[src/rtl/riscv8_pkg.sv]
// Shared definitions for the 8-bit RISC-V EX stage: ALU control encodings,
// the multi-cycle sequencer state type and the default datapath width.
package riscv8_pkg;

    localparam int DATA_W_DEF = 8;

    // Must stay in step with the ALU control decoder
    localparam logic [3:0] ALU_AND = 4'b0000;
    localparam logic [3:0] ALU_OR  = 4'b0001;
    localparam logic [3:0] ALU_ADD = 4'b0010;
    localparam logic [3:0] ALU_SUB = 4'b0110;

    typedef enum logic [1:0] {
        IDLE = 2'd0,
        RUN  = 2'd1,
        DONE = 2'd2
    } mul_state_t;

endpackage

[src/rtl/mul_seq_ctrl_if.sv]
// EX-stage bundle between the pipeline/ALU and the MUL sequencer.
// slave = sequencer side, master = pipeline side.
interface mul_seq_ctrl_if #(
    parameter int DATA_W = riscv8_pkg::DATA_W_DEF
) ();

    logic              start;
    logic              flush;
    logic [DATA_W-1:0] op_a;
    logic [DATA_W-1:0] op_b;
    logic [DATA_W-1:0] alu_result;
    logic              alu_own;
    logic [DATA_W-1:0] alu_in_a;
    logic [DATA_W-1:0] alu_in_b;
    logic [3:0]        alu_control;
    logic              stall;
    logic              busy;
    logic              result_valid;
    logic [DATA_W-1:0] result;

    modport slave (
        input  start, flush, op_a, op_b, alu_result,
        output alu_own, alu_in_a, alu_in_b, alu_control,
               stall, busy, result_valid, result
    );

    modport master (
        output start, flush, op_a, op_b, alu_result,
        input  alu_own, alu_in_a, alu_in_b, alu_control,
               stall, busy, result_valid, result
    );

endinterface

[src/rtl/mul_seq_ctrl.sv]
// Shift-and-add MUL sequencer: borrows the shared EX ALU for one ADD per
// multiplier bit, stalls the front end while it runs, then presents the low product.
module mul_seq_ctrl
    import riscv8_pkg::*;
#(
    parameter int DATA_W = DATA_W_DEF,
    parameter int CNT_W  = 3
) (
    input  logic          clk,
    input  logic          reset,
    mul_seq_ctrl_if.slave bus
);

    localparam logic [CNT_W-1:0] CNT_LAST = CNT_W'(DATA_W - 1);

    mul_state_t        r_state;
    mul_state_t        w_next;
    logic [DATA_W-1:0] r_acc;
    logic [DATA_W-1:0] r_a_sh;
    logic [DATA_W-1:0] r_b_sh;
    logic [CNT_W-1:0]  r_cnt;
    logic [DATA_W-1:0] r_result;

    logic              w_accept;
    logic              w_last;
    logic              w_own;
    logic [DATA_W-1:0] w_acc_next;

    assign w_accept   = (r_state == IDLE) & bus.start & ~bus.flush;
    // Early exit once no multiplier bits remain above the current one
    assign w_last     = (r_cnt == CNT_LAST) || ((r_b_sh >> 1) == '0);
    assign w_acc_next = r_b_sh[0] ? bus.alu_result : r_acc;
    assign w_own      = (r_state == RUN);

    always_ff @(posedge clk) begin
        if (reset) r_state <= IDLE;
        else       r_state <= w_next;
    end

    always_comb begin
        w_next = r_state;
        case (r_state)
            IDLE: if (w_accept) w_next = (bus.op_b == '0) ? DONE : RUN;
            RUN: begin
                if (bus.flush)   w_next = IDLE;
                else if (w_last) w_next = DONE;
            end
            DONE:    w_next = IDLE;
            default: w_next = IDLE;
        endcase
    end

    always_ff @(posedge clk) begin
        if (reset) begin
            r_acc    <= '0;
            r_a_sh   <= '0;
            r_b_sh   <= '0;
            r_cnt    <= '0;
            r_result <= '0;
        end else if (w_accept) begin
            r_acc  <= '0;
            r_a_sh <= bus.op_a;
            r_b_sh <= bus.op_b;
            r_cnt  <= '0;
            if (bus.op_b == '0) r_result <= '0;
        end else if (w_own && !bus.flush) begin
            r_acc  <= w_acc_next;
            r_a_sh <= r_a_sh << 1;
            r_b_sh <= r_b_sh >> 1;
            r_cnt  <= r_cnt + 1'b1;
            // Output register is loaded on the edge that enters DONE
            if (w_last) r_result <= w_acc_next;
        end
    end

    assign bus.alu_own      = w_own;
    assign bus.alu_in_a     = w_own ? r_acc  : '0;
    assign bus.alu_in_b     = w_own ? r_a_sh : '0;
    assign bus.alu_control  = w_own ? ALU_ADD : ALU_AND;
    assign bus.stall        = w_accept | w_own;
    assign bus.busy         = (r_state != IDLE);
    assign bus.result_valid = (r_state == DONE) & ~bus.flush;
    assign bus.result       = r_result;

endmodule

[src/flat_wrapper.sv]
// flat-port wrapper written by rule: the top's interface ports become plain ports
module mul_seq_ctrl_flat import riscv8_pkg::*;
#(
    parameter int DATA_W = DATA_W_DEF,
    parameter int CNT_W  = 3
)
  (clk, reset, bus_start, bus_flush, bus_op_a, bus_op_b, bus_alu_result, bus_alu_own, bus_alu_in_a, bus_alu_in_b, bus_alu_control, bus_stall, bus_busy, bus_result_valid, bus_result);
  mul_seq_ctrl_if #(.DATA_W(DATA_W)) bus_i ();
  input  logic clk;
  input  logic reset;
  input wire logic [$bits(bus_i.start)-1:0] bus_start;
  input wire logic [$bits(bus_i.flush)-1:0] bus_flush;
  input wire logic [$bits(bus_i.op_a)-1:0] bus_op_a;
  input wire logic [$bits(bus_i.op_b)-1:0] bus_op_b;
  input wire logic [$bits(bus_i.alu_result)-1:0] bus_alu_result;
  output wire logic [$bits(bus_i.alu_own)-1:0] bus_alu_own;
  output wire logic [$bits(bus_i.alu_in_a)-1:0] bus_alu_in_a;
  output wire logic [$bits(bus_i.alu_in_b)-1:0] bus_alu_in_b;
  output wire logic [$bits(bus_i.alu_control)-1:0] bus_alu_control;
  output wire logic [$bits(bus_i.stall)-1:0] bus_stall;
  output wire logic [$bits(bus_i.busy)-1:0] bus_busy;
  output wire logic [$bits(bus_i.result_valid)-1:0] bus_result_valid;
  output wire logic [$bits(bus_i.result)-1:0] bus_result;
  assign bus_i.start = bus_start;
  assign bus_i.flush = bus_flush;
  assign bus_i.op_a = bus_op_a;
  assign bus_i.op_b = bus_op_b;
  assign bus_i.alu_result = bus_alu_result;
  assign bus_alu_own = bus_i.alu_own;
  assign bus_alu_in_a = bus_i.alu_in_a;
  assign bus_alu_in_b = bus_i.alu_in_b;
  assign bus_alu_control = bus_i.alu_control;
  assign bus_stall = bus_i.stall;
  assign bus_busy = bus_i.busy;
  assign bus_result_valid = bus_i.result_valid;
  assign bus_result = bus_i.result;
  mul_seq_ctrl #(.DATA_W(DATA_W), .CNT_W(CNT_W)) u_core (.clk(clk), .reset(reset), .bus(bus_i));
endmodule
[config.mk]
export PLATFORM = sky130hd
export DESIGN_NAME = mul_seq_ctrl_flat
export DESIGN_NICKNAME = d
export VERILOG_FILES = /design/src/rtl/riscv8_pkg.sv /design/src/rtl/mul_seq_ctrl_if.sv /design/src/rtl/mul_seq_ctrl.sv /design/src/flat_wrapper.sv
export SDC_FILE = /design/constraint.sdc
export NUM_CORES = 1
export LEC_CHECK = 0
export ABC_AREA = 1
export BUFFER_PORTS_ARGS = -buffer_cell sky130_fd_sc_hd__buf_2
export CAP_MARGIN = 20
export CORE_ASPECT_RATIO = 1.25
export CORE_MARGIN = 3
export CORE_UTILIZATION = 40
export DETAILED_ROUTE_END_ITERATION = 8
export GPL_TIMING_DRIVEN = 0
export PLACE_DENSITY = 0.77
export SLEW_MARGIN = 20
export SYNTH_ARGS = -nofsm -noshare
export SYNTH_HDL_FRONTEND = slang
export SYNTH_SLANG_ARGS = --single-unit
[constraint.sdc]
create_clock -name clk -period 1.3 [get_ports clk]
set_input_delay 0.065 -clock clk [delete_from_list [all_inputs] [get_ports clk]]
set_output_delay 0.065 -clock clk [all_outputs]
set_load 0.03 [all_outputs]
==> flow_summary.yaml <==
sta:
  maxClockFrequency_mhz: 705
  finalCritPeriodShare_pct: 109
  setup_repair_after_global_routing_missed_its_margin: "true"
  fin_crit_ps: 1420
  setup_violators_final: 28
  hold_violations: 0
  setup_slack_ps: -118
  report.final.slew_viol_count: 0
  worst_clock_skew_ps: 4.86
routing:
  post_drt_wl_per_cell_um: 12.8
  initialDrtViolationCount: 101
  vias_per_cell: 4.83
  final_antenna_net_count: 0
  dr.pass1.iters: 5
  drc: 0
  wl_um: 5450
  via_count: 2061
logic_synthesis:
  postSynthCellCount: 288
  ys_warn_count: 0
  synthesis.area_mm2: 0.00190
  synth_ff_type: "dfxtp_1"
  synth_enable_flop_cells: 0
  synth_area_leader_cell: "dfxtp_1"
  postSynthRegisterBits: 37
  synthTopCellsByArea: "dfxtp_1 39%, nand2_1 17%, nor2_1 9.7%"
  yosysTopAreaCellShare_pct: 38.9
  synth_cell_types: 29
  synth-async-reset-ratio_pct: 0
  ys_seq_area_share_pct: 38.9
  synthesized_area_divided_by_synthesized_cell_count_um2: 6.61
pwr:
  cellLeakagePower_uw: 0.00131
  pwr_density_cell_mw_per_mm2: 1130
  irDropWorstVdd_v: 0.000766
final_layout:
  insertedDiodeCount: 0
  layout.core_utilization_pct: 62.0
  layout-drive-gt1-share_pct: 40.1
  nNetsFinal: 398
  syn2layout_area_growth_pct: 46.5
die:
  ioPinCount: 60
  floorplan.initialDensity_pct: 42.4
  floorplan.die.height_um: 83.1
  die_w_um: 67.7
  fp.coreArea_mm2: 0.00449
  dieArea_mm2: 0.00563
  rows: 27
placement:
  gp_congestion: 0.819
  portBuffers: 56
  dp_slack_ps: -125
  detailed_place_hpwl_um: 3620
cts:
  cts_made_buffers: 5
  cts_root_buf: "clkbuf_8"
  htree_levels: 2
  clkSlewWorstSetupHoldPaths_ps: 80
  worst_skew_pair.late_latency_ps: 290
  hold_buffers: 0
  tritoncts: "built"
  cts_buffer_depth: 2
  clock_sink_count: 37
global_route:
  wire_length_of_the_first_global_routing_pass_um: 8760
  grt_util_all_layers_pct: 19.6
  grt_overflow_total: 0
  antenna_found_initial: 0
  grt_max_degree: 15
  number_of_global_route_vias_before_repair: 2022
status:
  violations: "setup timing"
  status: "finished, violations left"
critical_path:
  critical_path_class: "flip-flop to flip-flop"
  worst-endpoint-required_ps: 1510
  crit_path_start_kind: "flip-flop"
  critical_path.reg2reg.endpoint: "u_core.r_a_sh[6]$_SDFFE_PP0P_"
  setup_slack_of_the_most_critical_reg_to_reg_path_ps: -120
  setup.worst_path.end_class: "flip-flop"
  worstPathMaxFanout: 5
  worstRegToRegCells: 9
  regToRegStartpoint: "u_core.r_state[1]$_SDFFE_PP0P_"
  cp_data_arrival_time_ps: 1630
worst_hold_path:
  number_of_instances_on_the_worst_hold_path: 3
  worst_hold_path_type: "input pin to flip-flop"
  hold_crit_endpoint: "u_core.r_a_sh[0]$_SDFFE_PP0P_"
  timing.hold.worst.start: "bus_op_a[0]"
run:
  timing.max_cap.violations: 0
==> Yosys cell counts, types with 2 or more instances <==
master and instances:
a21oi_1 14, a31oi_1 8, buf_2 6, buf_4 5, clkbuf_1 3, dfxtp_1 37
ha_1 2, inv_1 39, inv_2 4, nand2_1 84, nand2_4 2, nand3_1 2
nand3_2 2, nor2_1 49, nor2_2 2, o211ai_1 2, o21ai_0 13, o221ai_1 3
==> stage by stage <==
stage,hold WS [ps],setup TNS (ps),std cells,total power [µW],instance area (µm²)
floorplan,134,0,290,1650,1910
global placement,326,-1830,404,1810,2270
detailed placement,329,-2380,404,1820,2270
CTS,15.9,-6.67,421,3050,2570
global route,33.1,-2990,427,3280,2790
finish,18.6,-580,427,3140,2790
==> layout make-up <==
| type | instances | area, µm² |
|---|---|---|
| Buffer | 14 | 120 |
| Clock buffer | 5 | 68.8 |
| Clock inverter | 3 | 65.1 |
| Fill cell | 381 | 1710 |
| Inverter | 43 | 173 |
| Multi-Input combinational cell | 195 | 1050 |
| Sequential cell | 37 | 752 |
| Tap cell | 58 | 72.6 |
| Timing Repair Buffer | 71 | 477 |
| Timing Repair inverter | 1 | 7.51 |
==> cell usage in the layout, fill, tap and decap left out, drive strengths merged <==
master,instances
o221ai,3
a21oi,14
bufinv,2
nor3,1
nor2,53
clkinv,1
nand3,5
a31oi,8
inv,42
a211oi,1
o21ai,14
o21a,1
dfxtp,37
o211ai,2
clkbuf,8
nand2,87
clkinvlp,2
o31ai,1
ha,2
buf,82
conb,3
==> state kept, by name, indices dropped and copies added, names as in the netlist <==
name / cells
u_core.r_cnt: 3
u_core.r_b_sh: 8
u_core.r_acc: 8
u_core.r_state: 2
u_core.r_a_sh: 8
u_core.bus.result: 8
==> report_power, final <==
group	internal [µW]	switching, µW
clock	762	426
sequential	1200	42.8
combinational	273	438
==> metal layers <==
metal  vias to the layer above  global-route usage [%]  part of all wire [%]
met2                        67                    33.4                    51
met1                       941                    24.3                    40
met3                        15                    2.44                   6.3
li1                       1038                       -                     -
met5                         -                       0                     0
met4                         0                    7.75                   2.8
==> worst max path at each step <==
stage	start	endpoint	slack, ps
3_3_place_gp	u_core.r_cnt[0]$_SDFFE_PP0P_	u_core.bus.result[3]$_SDFFE_PP0P_	-100
4_1_cts	u_core.r_state[0]$_SDFFE_PP0P_	u_core.bus.result[2]$_SDFFE_PP0P_	-3
2_1_floorplan	u_core.r_cnt[0]$_SDFFE_PP0P_	u_core.bus.result[2]$_SDFFE_PP0P_	8
3_5_place_dp	u_core.r_state[0]$_SDFFE_PP0P_	u_core.r_state[0]$_SDFFE_PP0P_	-120
5_1_grt	u_core.r_state[1]$_SDFFE_PP0P_	u_core.r_a_sh[6]$_SDFFE_PP0P_	-170
6_report	u_core.r_state[1]$_SDFFE_PP0P_	u_core.r_a_sh[6]$_SDFFE_PP0P_	-120
==> critical path, stage by stage, from the launching register on <==
cell,delay [ps]
dfxtp_4,380
inv_4,40
nand2_4,110
inv_4,50
nand2_2,130
nand2_4,90
buf_4,150
o21ai_0,200
nand2_1,100
o31ai_1,80
==> logic make-up after synthesis <==
| group | Yosys count | synth area share [%] |
|---|---|---|
| adder cells (fa/ha/maj) | 2 | 1.31 |
| buffers and inverters | 58 | 13.2 |
| flip-flops | 37 | 38.9 |
| AO/OA/AOI/OAI | 44 | 13.5 |
| other | 1 | 0.197 |
| AND/OR/NAND/NOR | 146 | 32.8 |
==> what timing repair did <==
item                       in CTS  in global routing
cloned                          1                  1
pin swaps                       3                 11
setup buffers                   9                  5
resized for setup              38                 67
setup endpoints to repair      45                 48
No activity file was read; power rests on OpenSTA's default activity.
